--- src/rtl/otn_pkg.sv ---
// Shared definitions for the OTN link ARQ sender/receiver pair.
package otn_pkg;

   // ARQ sender FSM encoding
   typedef enum logic [1:0] {
      ST_IDLE     = 2'd0,
      ST_SEND     = 2'd1,
      ST_WAIT_ACK = 2'd2,
      ST_RELEASE  = 2'd3
   } arq_state_t;

   // ACK/NAK word layout, shared with the receiver's ACK generator
   localparam int ACK_W       = 2;
   localparam int ACK_SEQ_BIT = 0;
   localparam int ACK_OK_BIT  = 1;

   localparam int TIMEOUT_CYC_DFLT = 100000;
   localparam int MAX_RETRY_DFLT   = 7;
   localparam int RTY_W_DFLT       = 3;

   // Counter width able to hold 0 .. n-1, never narrower than one bit
   function automatic int cnt_width(input int n);
      return (n > 1) ? $clog2(n) : 1;
   endfunction

endpackage

--- src/rtl/arq_timer.sv ---
// Loadable up/down counter with terminal-count expiry. Up mode counts from the
// cleared/loaded value to tc_val, down mode counts to zero. The counter
// saturates at its terminal value and flags expiry for exactly one enabled
// cycle; a clear or load re-arms the flag.
module arq_timer #(
   parameter int CNT_W = 8
) (
   input  logic             clk_sys,
   input  logic             rst_b,
   input  logic             clr,
   input  logic             load,
   input  logic [CNT_W-1:0] load_val,
   input  logic             en,
   input  logic             up,
   input  logic [CNT_W-1:0] tc_val,
   output logic             expired
);

   logic [CNT_W-1:0] cnt_q;
   logic             fired_q;
   logic             at_tc;

   assign at_tc   = up ? (cnt_q == tc_val) : (cnt_q == '0);
   assign expired = en && at_tc && !fired_q;

   // Count toward the terminal value, hold there, remember that it fired
   always_ff @(posedge clk_sys or negedge rst_b) begin
      if (!rst_b) begin
         cnt_q   <= '0;
         fired_q <= 1'b0;
      end else if (clr) begin
         cnt_q   <= '0;
         fired_q <= 1'b0;
      end else if (load) begin
         cnt_q   <= load_val;
         fired_q <= 1'b0;
      end else if (en) begin
         if (at_tc) begin
            fired_q <= 1'b1;
         end else if (up) begin
            cnt_q <= cnt_q + CNT_W'(1);
         end else begin
            cnt_q <= cnt_q - CNT_W'(1);
         end
      end
   end

endmodule

--- src/rtl/arq_tx_ctrl.sv ---
// Stop-and-wait ARQ sequencer for the sender framer.
//
//   state    | meaning
//   ---------+-----------------------------------------------------------
//   IDLE     | no frame in flight; start as soon as the buffer is ready
//   SEND     | framer serializing the buffered frame
//   WAIT_ACK | waiting for ACK/NAK with matching sequence bit, or timeout
//   RELEASE  | one cycle: buffer may discard frame, sequence bit flips
module arq_tx_ctrl
   import otn_pkg::*;
#(
   parameter int TIMEOUT_CYC = TIMEOUT_CYC_DFLT,
   parameter int MAX_RETRY   = MAX_RETRY_DFLT,
   parameter int RTY_W       = RTY_W_DFLT
) (
   input  logic             i_clk,
   input  logic             i_rst,
   input  logic             i_arq_en,
   input  logic             i_corrupt_en,
   input  logic             i_frm_rdy,
   output logic             o_frm_start,
   output logic             o_seq,
   output logic             o_corrupt,
   input  logic             i_frm_done,
   input  logic             i_ack_vld,
   input  logic             i_ack_seq,
   input  logic             i_ack_ok,
   output logic             o_frm_release,
   output logic             o_fail,
   output logic [RTY_W-1:0] o_retry_cnt,
   output logic             o_busy
);

   localparam int               TMR_W   = cnt_width(TIMEOUT_CYC);
   localparam logic [TMR_W-1:0] TMR_TC  = TMR_W'(TIMEOUT_CYC - 1);
   localparam logic [RTY_W-1:0] RTY_MAX = RTY_W'(MAX_RETRY);

   arq_state_t       state_q, state_d;
   logic             arq_q, arq_d;
   logic             cor_q, cor_d;
   logic             seq_q, seq_d;
   logic [RTY_W-1:0] retry_q, retry_d;
   logic             start_q, start_d;
   logic             corrupt_q, corrupt_d;
   logic             release_q, release_d;
   logic             fail_q, fail_d;
   logic             busy_q, busy_d;

   logic             ack_match;
   logic             tmr_clr;
   logic             tmr_en;
   logic             tmr_exp;

   // ACK/NAK words carrying the other sequence bit are duplicates of an
   // earlier exchange and must not disturb the current wait.
   assign ack_match = i_ack_vld && (i_ack_seq == seq_q);

   // Timer restarts on every entry to WAIT_ACK and only runs while there.
   assign tmr_clr = (state_q == ST_SEND) && i_frm_done && arq_q;
   assign tmr_en  = (state_q == ST_WAIT_ACK);

   arq_timer #(
      .CNT_W (TMR_W)
   ) u_timer (
      .clk_sys  (i_clk),
      .rst_b    (i_rst),
      .clr      (tmr_clr),
      .load     (1'b0),
      .load_val ({TMR_W{1'b0}}),
      .en       (tmr_en),
      .up       (1'b1),
      .tc_val   (TMR_TC),
      .expired  (tmr_exp)
   );

   // Next state and next values of every registered output
   always_comb begin
      state_d = state_q;
      arq_d   = arq_q;
      cor_d   = cor_q;
      seq_d   = seq_q;
      retry_d = retry_q;
      start_d = 1'b0;
      fail_d  = 1'b0;

      case (state_q)
         ST_IDLE: begin
            if (i_frm_rdy) begin
               state_d = ST_SEND;
               start_d = 1'b1;
               arq_d   = i_arq_en;
               cor_d   = i_corrupt_en;
               retry_d = '0;
            end
         end
         ST_SEND: begin
            if (i_frm_done) begin
               state_d = arq_q ? ST_WAIT_ACK : ST_RELEASE;
            end
         end
         ST_WAIT_ACK: begin
            // ACK beats a coincident timeout; NAK plus timeout is one retry
            if (ack_match && i_ack_ok) begin
               state_d = ST_RELEASE;
            end else if ((ack_match && !i_ack_ok) || tmr_exp) begin
               if (retry_q < RTY_MAX) begin
                  retry_d = retry_q + RTY_W'(1);
                  start_d = 1'b1;
                  state_d = ST_SEND;
               end else begin
                  fail_d  = 1'b1;
                  state_d = ST_RELEASE;
               end
            end
         end
         ST_RELEASE: begin
            // Flip after drops too, so the receiver sees the next frame as new
            seq_d   = ~seq_q;
            state_d = ST_IDLE;
         end
         default: begin
            state_d = ST_IDLE;
         end
      endcase

      // Only the first attempt of a frame is ever corrupted
      corrupt_d = (state_d == ST_SEND) && cor_d && (retry_d == '0);
      release_d = (state_d == ST_RELEASE);
      busy_d    = (state_d != ST_IDLE);
   end

   // State, latched per-frame enables and all outputs are registered
   always_ff @(posedge i_clk or negedge i_rst) begin
      if (!i_rst) begin
         state_q   <= ST_IDLE;
         arq_q     <= 1'b0;
         cor_q     <= 1'b0;
         seq_q     <= 1'b0;
         retry_q   <= '0;
         start_q   <= 1'b0;
         corrupt_q <= 1'b0;
         release_q <= 1'b0;
         fail_q    <= 1'b0;
         busy_q    <= 1'b0;
      end else begin
         state_q   <= state_d;
         arq_q     <= arq_d;
         cor_q     <= cor_d;
         seq_q     <= seq_d;
         retry_q   <= retry_d;
         start_q   <= start_d;
         corrupt_q <= corrupt_d;
         release_q <= release_d;
         fail_q    <= fail_d;
         busy_q    <= busy_d;
      end
   end

   assign o_frm_start   = start_q;
   assign o_seq         = seq_q;
   assign o_corrupt     = corrupt_q;
   assign o_frm_release = release_q;
   assign o_fail        = fail_q;
   assign o_retry_cnt   = retry_q;
   assign o_busy        = busy_q;

endmodule
--- config.mk ---
export PLATFORM = sky130hd
export DESIGN_NAME = arq_tx_ctrl
export DESIGN_NICKNAME = d
export VERILOG_FILES = /design/src/rtl/otn_pkg.sv /design/src/rtl/arq_timer.sv /design/src/rtl/arq_tx_ctrl.sv
export SDC_FILE = /design/constraint.sdc
export NUM_CORES = 1
export LEC_CHECK = 0
export ABC_CLOCK_PERIOD_IN_PS = 2800
export BUFFER_PORTS_ARGS = -buffer_cell sky130_fd_sc_hd__buf_2
export CAP_MARGIN = 0
export CORE_UTILIZATION = 63
export CTS_BUF_LIST = sky130_fd_sc_hd__clkbuf_4 sky130_fd_sc_hd__clkbuf_8
export CTS_CLUSTER_DIAMETER = 150
export DETAILED_ROUTE_END_ITERATION = 6
export GPL_TIMING_DRIVEN = 0
export MAX_ROUTING_LAYER = met4
export PLACE_DENSITY = 0.79
export SYNTH_ARGS = -nofsm -noshare
export SYNTH_HDL_FRONTEND = slang
export SYNTH_HIERARCHICAL = 1
export SYNTH_SLANG_ARGS = --single-unit
export TNS_END_PERCENT = 100
--- constraint.sdc ---
create_clock -name i_clk -period 2.8 [get_ports i_clk]
set_input_delay 0.28 -clock i_clk [delete_from_list [all_inputs] [get_ports i_clk]]
set_output_delay 0.28 -clock i_clk [all_outputs]
set_load 0.02 [all_outputs]
Word level (Yosys, flattened, before mapping) --
Index checks and enable logic that the tools add are counted. Widths: inputs -> output; s select.
Word-level totals: bits in registers 31, bits in latches 0, memory bits (writable) 0, bits in read-only memories 0, bits of input ports 9, output and inout port bits 9, word-level logic and storage cells 73, memories 0
Operators by class: add/subtract/negate cells 2, multipliers 0, div/mod/pow operators 0, order comparisons 1, eq/ne operators 8, shifts and indexed selects 0, mux-type cells 29, bitwise gates (word level) 1, reduce and logical (&&, ||, !) cells 20
Operators with widths (number):
- $mux 17 | 3
- $add 17x1->17 const B | 1
- $eq 17x17->1 const B | 1
- $mux 1 | 14
- $mux 3 | 4
- $mux 2 | 5
- $logic_and 1x1->1 | 9
- $pmux 2 s4 | 1
- $eq 2x2->1 const B | 3
- $pmux 3 s2 | 1
- $reduce_and 2->1 | 3
- $reduce_bool 2->1 | 3
- $eq 2x1->1 const B | 2
- $add 3x1->3 const B | 1
- $logic_not 3->1 | 1
- $lt 3x3->1 const B | 1
- $logic_not 1->1 | 2
- $logic_not 2->1 | 1
- $ne 2x2->1 const B | 1
- $pmux 1 s2 | 1
- $eq 1x1->1 | 1
- $logic_or 1x1->1 | 1
- $not 1->1 | 1

Depth between registers and ports, before layout --
Gate-level depths: netlist of the first run.
word-level depth 10, depth in mapped cells 11, depth with buffers taken out 10

Cells and area by module --
Netlist of the first run, hierarchy kept.
By module, submodules not included:
- arq_timer | times used 1, cells an instance 230, area an instance 1888.1 um^2, seq. area each 450.4 um^2
- arq_tx_ctrl | times used 1, cells an instance 69, area an instance 711.9 um^2, seq. area each 325.3 um^2

Worst setup path after synthesis of the first run --
OpenSTA, ideal clock, no wires.
path kind register -> register, start point reg u_timer.cnt_q[0], end point reg u_timer.cnt_q[10], library setup time 0.127 ns, arrival time 2.081 ns, data required time 2.673 ns, slack 0.592 ns, cell stages (with the launch flop) 9, path buffers 0, clock period less this slack 2.208 ns, path through dfrtp_1 inv_1 fa_1 nor2b_1 o311a_1 nor2_1 o2111a_1 a221o_1 mux2_1
On the way: cells in the longest elaborated chain, start to end 4, elaborated cells between the ends (all ways) 7, classes of those cells add/sub (1); eq/ne (2); mux (3); reduce/logical (1)
Ends and longest elaborated chain:
- from (decl) | line arq_timer.sv:19 | logic [CNT_W-1:0] cnt_q;
- from (signal assigned) | line arq_timer.sv:35 | cnt_q <= load_val;
- from (signal assigned) | line arq_timer.sv:41 | cnt_q <= cnt_q + CNT_W'(1);
- from (signal assigned) | line arq_timer.sv:43 | cnt_q <= cnt_q - CNT_W'(1);
- $add 17x1->17 | line arq_timer.sv:41
- $mux 17 | line arq_timer.sv:38 | if (at_tc) begin
- $mux 17 | line arq_timer.sv:37 | end else if (en) begin
- $mux 17 | line arq_timer.sv:31 | end else if (clr) begin
Several ways; a longest one is shown, not always the timed one. The select of a mux whose other input is x is not followed. A chain may end at the register's enable or synchronous reset.

Worst setup path in the final report of the first run --
start point reg u_timer.cnt_q[12], end point reg corrupt_q (netlist: o_corrupt)
On the way: elaborated cells between the ends (all ways) 14, classes of those cells eq/ne (2); mux (6); reduce/logical (6)
RTL lines:
- $eq 17x17->1 | line arq_timer.sv:23 | assign at_tc = up ? (cnt_q == tc_val) : (cnt_q == '0);
- $logic_and 1x1->1 (2 in series) | line arq_timer.sv:24 | assign expired = en && at_tc && !fired_q;
- net tmr_exp | line arq_tx_ctrl.sv:52 | logic tmr_exp;
- $logic_or 1x1->1 | line arq_tx_ctrl.sv:105 | end else if ((ack_match && !i_ack_ok) || tmr_exp) begin
- $mux 3 | line arq_tx_ctrl.sv:105
- $mux 3 | line arq_tx_ctrl.sv:103 | if (ack_match && i_ack_ok) begin
- $pmux 3 s2 | line arq_tx_ctrl.sv:86 | case (state_q)
- net retry_d[0] | line arq_tx_ctrl.sv:42 | logic [RTY_W-1:0] retry_q, retry_d;
- $logic_not 3->1 | line arq_tx_ctrl.sv:127 | corrupt_d = (state_d == ST_SEND) && cor_d && (retry_d == '0);
- $logic_and 1x1->1 | line arq_tx_ctrl.sv:127
- net corrupt_d | line arq_tx_ctrl.sv:44 | logic corrupt_q, corrupt_d;
- to (signal assigned) | line arq_tx_ctrl.sv:152 | corrupt_q <= corrupt_d;
- to (decl) | line arq_tx_ctrl.sv:44
The timed path passes the listed nets, and every way through them passes these cells.

==> run metrics, run 1 <==
CTS tree=yes; DRT Pass-1 Iters=4; Synth area leaders=dfrtp_1 30%, ha_1 7.7%, xnor2_1 7.1%, nand2_1 4.3%, o21ai_0 3.7%; initial antenna violation count=0; post-CTS setup buffers=0; core area=3800 µm²; top_reg_cell synth=dfrtp_1; num ports=18; Post-synth EDFFs=0; Lkg Pwr=1.39 nW; Cell Count, Final, Fillers Out=414; max incr delay on CP=430 ps; Root Buffer Master=clkbuf_8; Worst-path clk slew=60 ps; final setup vio count=0; max_cap viols=0; Final ANT Viol Nets=0; ys async rst share=100%; drt via density=5.93; CP max-delay cell=dfrtp_1; kind of cell adding the most delay to the critical path=simple AND/OR/NAND/NOR gates; Fmax=0.388 GHz; CP startpoint kind=flip-flop; Worst Path Class, Setup=reg2reg; Die ar.=4390 µm²; CP bufs+invs=0; Reg2Reg Setup Slack=230 ps; Period Utilization, post-route=91.9%; FP Rows=22; Die Ht=66.2 µm; Layout Nets=392; arrival time at the worst endpoint=2750 ps; Final Hold Fails=0; DIE WIDTH=66.2 µm; Mapped Cells=299; unrepaired setup endpoints after global routing=no; commonest non-fill, non-tap cells in the layout=45 x conb_1, 31 x dfrtp_1, 30 x nand2_1, 21 x xnor2_1; clock latency on the worst-skew pair=280 ps; vias in the first global route=2314; Crit path top cell by count=nor3_1; CP required=2980 ps; cell area after layout=2990 µm²; post-synth top area share=29.8%; status=complete, no violations; Placer Congestion=0.934; final wirelength=6290 µm; GRT Total Usage=33.4%; Remaining DRCs=0; clk sinks=31; Synth warnings=6; H-tree depth=2; critical path fanouts, max=4; Placed Instance Area=2910 µm²; Detailed Route Iter0 Violations=178; register area share after synthesis=29.8%; critical path cell sequence=xnor2_1 > nand4_1 > nor3_1 > a21oi_1 > nor3_1 > nand3b_1 > o21ba_1 > o21ai_0 > o2bb2ai_1 > nor4_2; via count=2453; area leader, netlist=dfrtp_1; R2R cell count=10; Final min period=2570 ps; first-pass GRT wire length=10600 µm; CTS buffer count=5; P&R area growth vs syn=15.2%; Max Slew Vio Count=0; Initial Util=68.4%; actual slew at the worst max-slew pin=686 ps; reg2reg start=u_timer/cnt_q[12]; Detail Placement HPWL=4770 µm; FF+latch count, synth=31; syn avg cell area=8.70 µm²; RR Endpoint=o_corrupt; PD cells=1010 nW/µm²; Max Buffers Root-to-Sink=2; Worst VDD drop=596 µV; ant diodes=0; Routed WL per cell=15.2 µm; Worst Hold Class=in2async; most common cell after layout, fill and taps aside=conb_1; # resized after CTS=0; input/output buffers=17; total gr overflow=0; Final TNS setup=0 ps; Post-CTS Hold Buffers=0; largest net degree at the start of global routing=32; hold slack=35.7 ps; Crit. End Element=flip-flop; Max-slew headroom=54.1%; share of cells above drive strength 1=12.0%; Worst Clk Skew=2.86 ps; number of cells after detailed placement=407; Synth Cell Area=2600 µm²; Synth cell types=64
[per-layer routing]
layer	routed length (µm)	part of all wire, %	track usage, %	vias to the layer above
met5	0	0	-	-
met4	143	2.3	11.4	0
met3	241	3.8	5.17	14
met2	3140	50	56.5	66
met1	2760	44	40.4	1173
li1	-	-	-	1200
[kinds of logic after synthesis]
logic type / Yosys count / share of synthesized area, %
adders and majority gates: 17 / 8.47
buffers and inverters: 23 / 4.23
muxes: 5 / 2.07
other: 2 / 0.289
xor gates and xnor gates: 29 / 10.1
AOI/OAI and AO/OA: 96 / 26.1
DFF: 31 / 29.8
and+or+nand+nor: 96 / 19.0
[worst max-delay path by stage]
stage / start / end / slack, ps / cells after the start
after floorplan: u_timer/cnt_q[0] / u_timer/cnt_q[10] / 590 / 8
after global placement: u_timer/cnt_q[0] / u_timer/cnt_q[10] / 340 / 8
after detailed placement: u_timer/cnt_q[0] / u_timer/cnt_q[10] / 300 / 8
after CTS: u_timer/cnt_q[12] / o_corrupt / 260 / 10
after global routing: u_timer/cnt_q[12] / o_corrupt / 70 / 10
final: u_timer/cnt_q[12] / o_corrupt / 230 / 10
[where the power goes]
group          switching (W)  internal [W]  leakage (nW)
clock network       0.000152      0.000192        0.0470
registers           0.000233      0.000638         0.386
logic                0.00104      0.000786         0.961
[synthesized netlist by cell type, drive strengths merged, types with 4 or more instances]
cell and number:
a21oi 18, clkbuf 5, a21o 7, dfrtp 31, xnor2 21, inv 13
nand4 8, buf 4, o21ai 21, a22oi 5, ha 16, nor2b 4
nor4 5, nor2 20, xor2 8, a31oi 5, o31ai 5, nand3 6
o21a 4, o211ai 4, nand2 31, nand2b 4, nor3 7
[cell type report]
type	count	area, µm²
clock inverters	1	5.00
clock buffers	6	82.6
inverters	14	52.6
multi-input cells	288	1880
flip-flops and latches	31	776
repair buffers	17	85.1
well taps	48	60.1
fillers	297	805
plain buffers	9	57.6
[worst reg2reg max path: stages (launching register included)]
cell       delay (ps)
dfrtp_1           430
xnor2_1           200
nand4_1           160
nor3_1            380
a21oi_1           160
nor3_1            220
nand3b_1          130
o21ba_1           240
o21ai_0            90
o2bb2ai_1         180
nor4_2            290
[registers in the layout, indices dropped and copies added (netlist names)]
register	flops
cor_q	1
o_frm_start	1
o_busy	1
o_retry_cnt	3
o_frm_release	1
state_q	2
u_timer/fired_q	1
o_corrupt	1
arq_q	1
u_timer/cnt_q	17
o_seq	1
o_fail	1
[through the flow]
step / utilization (%) / setup WS [ps] / total power, W
2_1_floorplan: - / 592 / 0.00223
6_report: 78.8 / 226 / 0.00304
3_5_place_dp: 76.5 / 302 / 0.00261
5_1_grt: 78.8 / 65.2 / 0.00330
3_3_place_gp: 76.5 / 342 / 0.00255
4_1_cts: 78.8 / 262 / 0.00296
Note: power is estimated with default switching activity, not from simulation.
==> run 2: changes to the inputs <==
CELL_PAD_IN_SITES_DETAIL_PLACEMENT = 0   (was unset)
CELL_PAD_IN_SITES_GLOBAL_PLACEMENT = 1   (was unset)
CORE_MARGIN = 1.5   (was unset)
CORE_UTILIZATION = 48   (was 63)
PLACE_DENSITY = 0.78   (was 0.79)
==> run 2 against run 1 <==
  * Via count shrank 4.0%
  * Flip-flop and latch count is the same
  * Utilization shrank 20 points
  * Count of clock-buffer cells in the layout is the same
  * Clock skew grew 6.8 ps
  * Wire length grew 3.8%
  * Die area grew 34%
  * Maximum frequency grew 2.1%
  * Power grew 3.4%
  * Critical path type unchanged
==> run metrics, run 2 (synthesis gave the netlist of run 1 again) <==
status=complete, no violations; final wirelength=6520 µm (+3.8%); Die Ht=76.6 µm (+16%); Worst Hold Class=in2async; PD cells=1030 nW/µm² (+1.3%); share of cells above drive strength 1=12.5% (+0.51 points); CTS buffer count=5 (unchanged); max_cap viols=0 (unchanged); via count=2356 (-4.0%); most common cell after layout, fill and taps aside=conb_1; Worst Path Class, Setup=reg2reg; core area=5170 µm² (+36%); arrival time at the worst endpoint=2680 ps (-70 ps); P&R area growth vs syn=17.6%; Max-slew headroom=51.9% (-2.1 points); Reg2Reg Setup Slack=280 ps (+50 ps); Detailed Route Iter0 Violations=144 (-19%); H-tree depth=2 (unchanged); Remaining DRCs=0 (unchanged); Worst-path clk slew=70 ps (about the same); CP startpoint kind=flip-flop; Root Buffer Master=clkbuf_8; RR Endpoint=u_timer/cnt_q[10]; Layout Nets=392 (unchanged); hold slack=43.8 ps (+8.05 ps); Final ANT Viol Nets=0 (unchanged); Max Slew Vio Count=0 (unchanged); Max Buffers Root-to-Sink=2 (unchanged); R2R cell count=8 (-2); unrepaired setup endpoints after global routing=no; critical path fanouts, max=4 (unchanged); input/output buffers=17 (unchanged); Crit. End Element=flip-flop; Detail Placement HPWL=5020 µm (+5.3%); Final TNS setup=0 ps (unchanged); CP required=2960 ps (-20 ps); first-pass GRT wire length=11300 µm (+7.2%); commonest non-fill, non-tap cells in the layout=45 x conb_1, 31 x dfrtp_1, 30 x nand2_1, 21 x xnor2_1; Cell Count, Final, Fillers Out=437 (+5.6%); max FFs per register=17 (unchanged); largest net degree at the start of global routing=32 (unchanged); CTS tree=yes; GRT Total Usage=25.4% (-8.0 points); Final min period=2520 ps (-53.6 ps); num ports=18 (unchanged); total gr overflow=0 (unchanged); Placer Congestion=0.904 (-3.2%); DP Worst Slack=264 ps (-38.1 ps); Initial Util=50.3% (-18 points); Routed WL per cell=14.9 µm (-1.7%); min setup slack post-route=279 ps (+53.6 ps); number of cells after detailed placement=429 (+5.4%); Final Hold Fails=0 (unchanged); clock latency on the worst-skew pair=290 ps (about the same); drt via density=5.39 (-9.0%); Lkg Pwr=1.41 nW (+1.0%); Fmax=0.397 GHz (+2.1%); initial antenna violation count=0 (unchanged); reg2reg start=u_timer/cnt_q[0]; DRT Pass-1 Iters=4 (unchanged); Worst Clk Skew=9.65 ps (+6.79 ps); Die ar.=5870 µm² (+34%); FP Rows=26 (+18%); actual slew at the worst max-slew pin=721 ps (+35.2 ps); Period Utilization, post-route=90.0% (-1.9 points); ant diodes=0 (unchanged); Worst VDD drop=451 µV (-24%); Top reg by flops=u_timer/cnt_q; final setup vio count=0 (unchanged); DIE WIDTH=76.6 µm (+16%); vias in the first global route=2263 (-2.2%); clk sinks=31 (unchanged)
==> run 2: area by class of cell <==
| cell class | count | area (µm²) |
|---|---|---|
| inverters | 14 | 52.6 |
| repair buffers | 17 | 85.1 |
| multi-input cells | 288 | 1880 |
| clock inverters | 2 | 35.0 |
| fillers | 509 | 2110 |
| flip-flops and latches | 31 | 776 |
| well taps | 70 | 87.6 |
| plain buffers | 9 | 57.6 |
| clock buffers | 6 | 82.6 |
==> run 2: metal layers <==
metal,up-vias,GRT usage (%),wire [µm]
met2,63,36.8,2750
met3,13,3.59,398
met4,0,8.89,158
li1,1205,-,-
met5,-,-,0
met1,1075,36.2,3210
==> run 2: worst max-delay path by stage <==
stage                      startpoint                end  slack (ps)  depth (start not counted)
floorplan            u_timer/cnt_q[0]  u_timer/cnt_q[10]         590                          8
global placement     u_timer/cnt_q[0]  u_timer/cnt_q[10]         310                          8
detailed placement         state_q[1]   u_timer/cnt_q[9]         260                          9
CTS                        state_q[1]   u_timer/cnt_q[9]         240                          9
global route        u_timer/cnt_q[12]          o_corrupt           7                         10
finish               u_timer/cnt_q[0]  u_timer/cnt_q[10]         280                          8
==> run 2: repair_timing <==
action	4_1_cts	5_1_grt
hold buffers	0	0
gates resized for setup	0	1
setup buffers	0	0
endpoints found under the setup margin	0	2
==> run 2: critical path, stage by stage (launching register included) <==
cell	delay [ps]
dfrtp_1	390
inv_1	110
fa_1	410
nor2b_1	270
o311a_1	280
nor2_1	130
o2111a_1	260
a221o_1	270
mux2_1	290
==> run 2: where the power goes <==
part | total (W) | switching (W) | internal (W) | leakage (nW)
sequential | 0.000860 | 0.000223 | 0.000638 | 0.386
combinational | 0.00182 | 0.00103 | 0.000785 | 0.962
clock | 0.000463 | 0.000175 | 0.000288 | 0.0612
==> run 2: per-stage QoR <==
stage               utilization [%]  total power (W)  area (µm²)
global route                   59.1          0.00343        3060
detailed placement             56.7          0.00261        2930
finish                         59.1          0.00314        3060
floorplan                         -          0.00223        2760
CTS                            59.0          0.00308        3050
global placement               56.7          0.00258        2930
==> run 3: changes to the inputs <==
CORE_UTILIZATION = 47   (was 48)
GPL_ROUTABILITY_DRIVEN = 1   (was unset)
SYNTH_HIERARCHICAL = unset   (was 1)
==> run 3 against run 2 <==
  * The flow now finishes with violations (negative hold slack)
  * Setup slack improved by 51 ps
  * Highest routed layer unchanged
  * Maximum frequency increased by 2.1%
  * Sequential power decreased by 20%
  * Final area decreased by 37%
==> run metrics, run 3 <==
met3 WL=87 µm (-78%); total gr overflow=0 (unchanged); CP bufs+invs=1 (unchanged); Initial Util=50.1% (-0.14 points); CP startpoint kind=flip-flop; initial antenna violation count=0 (unchanged); H-tree depth=2 (unchanged); Max Used Layer=met4; commonest non-fill, non-tap cells in the layout=31 x dfrtp_1, 23 x nand2_1, 20 x nor2_1, 17 x buf_2, 10 x nand3_1; num ports=18 (unchanged); footprint of the multi-input gates=863 µm² (-54%); DIE WIDTH=63.1 µm (-18%); Synth Net Count=189; Routed WL per cell=14.4 µm (-3.7%); first-pass GRT wire length=5980 µm (-47%); Internal=0.000975 W (-43%); CTS buffer count=5 (unchanged); register area share after synthesis=45.7% (+16 points); ys async rst share=100% (unchanged); Worst Path Class, Setup=reg2reg; DRT Pass-1 Iters=4 (unchanged); Post-synth EDFFs=0 (unchanged); via count=1378 (-42%); sw power=0.000617 W (-57%); clock latency on the worst-skew pair=330 ps (+40 ps); PD cells=832 nW/µm² (-19%); Placer Congestion=0.796 (-12%); Die ar.=3980 µm² (-32%); Max Buffers Root-to-Sink=2 (unchanged); core area=3390 µm² (-34%); Layout Nets=213 (-46%); Top reg by flops=u_timer.cnt_q; Lkg Pwr=0.890 nW (-37%); vias in the first global route=1315 (-42%); Die Ht=63.1 µm (-18%); top_reg_cell synth=dfrtp_1; DR WL met2=1640 µm (-40%); Worst Clk Skew=8.03 ps (-1.62 ps); GRT Total Usage=19.9% (-5.5 points); status=finished, violations left; critical path cell sequence=buf_4 > nand4b_1 > a211oi_1 > and4_2 > xnor2_1 > nor2_1; # fillers=311 (-39%); final setup vio count=0 (unchanged); Crit. End Element=flip-flop; Max Slew Vio Count=0 (unchanged); max FFs per register=17 (unchanged); count leader, synth=dfrtp_1; hold slack=-15.8 ps (-59.5 ps); Final min period=2470 ps (-50.7 ps); post-CTS setup buffers=0 (unchanged); most common cell after layout, fill and taps aside=dfrtp_1; actual slew at the worst max-slew pin=728 ps (+7.13 ps); drt via density=5.53 (+2.6%); Final Hold Fails=23 (+23); max incr delay on CP=780 ps (+370 ps); kind of cell adding the most delay to the critical path=simple AND/OR/NAND/NOR gates; final wirelength=3580 µm (-45%); arrival time at the worst endpoint=2680 ps (about the same); Fmax=0.405 GHz (+2.1%); Worst-path clk slew=100 ps (+30 ps); Sequential Power Share=43.0% (+16 points); syn avg cell area=9.55 µm² (+9.8%); post-synth top area share=45.7% (+16 points); max_cap viols=0 (unchanged); Logic pwr share=37.7% (-20 points); critical path fanouts, max=10 (+6); ant diodes=0 (unchanged); Detail Placement HPWL=2620 µm (-48%); CP max-delay cell=a211oi_1; input/output buffers=17 (unchanged); register area=776 µm² (unchanged); Synth Cell Area=1700 µm² (-35%); Post-CTS Hold Buffers=0 (unchanged); largest net degree at the start of global routing=32 (unchanged); area leader, netlist=dfrtp_1; failing checks=negative hold slack; Final ANT Viol Nets=0 (unchanged); CTS tree=yes; Mapped Cells=178 (-40%); FF+latch count, synth=31 (unchanged); Synth cell types=43 (-33%); Worst VDD drop=560 µV (+24%); Synth warnings=0 (-6); share of cells above drive strength 1=22.2% (+9.6 points); Period Utilization, post-route=88.2% (-1.8 points); clk sinks=31 (unchanged); Net Sw Frac=38.7% (-6.8 points); Synth area leaders=dfrtp_1 46%, nand2_1 5.1%, nor2_1 4.4%, xnor2_1 3.6%, xor2_1 3.1%; Detailed Route Iter0 Violations=77 (-47%); clock power share=19.3% (+4.6 points); Post-Route M1 WL=1820 µm (-43%); Max-slew headroom=51.2% (-0.77 points); # resized after CTS=0 (unchanged); Remaining DRCs=0 (unchanged); Root Buffer Master=clkbuf_4; Worst Hold Class=in2async; synth cell count leaders=31 x dfrtp_1, 23 x nand2_1, 20 x nor2_1; CP required=3010 ps (+50 ps); unrepaired setup endpoints after global routing=no; FP Rows=21 (-19%); Final TNS setup=0 ps (unchanged); P&R area growth vs syn=12.7%
## run 3: metal layers
metal | vias up | global-route usage, %
met3 | 5 | 4.29
met1 | 680 | 27.1
met5 | - | -
met2 | 14 | 30.7
met4 | 0 | 4.17
li1 | 679 | -
## run 3: layout make-up
type	count	area share, %
clock buffer	7	3.40
timing repair buffer	17	4.44
inverter	6	1.18
buffer	6	1.96
clock inverter	1	0.392
sequential	31	40.5
multi-input combinational	135	45.1
tap	46	3.01
## run 3: worst paths after layout
| path | start | end | slack, ps | cells after the start |
|---|---|---|---|---|
| setup / recovery | state_q[1] | u_timer.cnt_q[10] | 330 | 6 |
| hold / removal | i_rst | o_retry_cnt[2] | -20 | 1 |
| setup reg to reg | state_q[1] | u_timer.cnt_q[10] | 330 | 6 |
| hold reg to reg | cor_q | cor_q | 480 | 2 |
| max in group asynchronous | i_rst | o_seq | 2360 | 1 |
| min in group i_clk | i_arq_en | arq_q | 140 | 3 |
## run 3: power by group through the flow
stage          Clock [W]  Combinational [W]  Sequential [W]
2_1_floorplan          0           0.000412        0.000720
3_3_place_gp           0           0.000596        0.000687
3_5_place_dp           0           0.000602        0.000694
4_1_cts         0.000315           0.000606        0.000684
5_1_grt         0.000337           0.000681        0.000705
6_report        0.000307           0.000601        0.000684
## run 3: cells by family (layout without fill, tap and decap cells)
group,count (synthesis),count (layout),share of synthesized area [%]
simple gates,92,92,30.1
flops,31,31,45.7
compound gates,23,23,9.57
xor+xnor,13,13,6.70
buf+inv,12,37,3.53
mux,5,5,2.95
fa+ha+maj,2,2,1.47
## run 3: per-stage QoR
stage,power [W],utilization (%),cells,setup slack [ps],cell area (µm²)
after CTS,0.00160,56.5,249,346,1910
after global placement,0.00128,54.3,241,372,1840
after floorplan,0.00113,-,178,531,1700
after global routing,0.00172,56.5,249,212,1910
after detailed placement,0.00130,54.3,241,372,1840
final,0.00159,56.5,249,330,1910
## run 3: worst reg2reg max path, stage by stage, from the launching register on
cell and delay [ps]:
dfrtp_1 410, buf_4 170, nand4b_1 480, a211oi_1 780, and4_2 330, xnor2_1 140
nor2_1 50
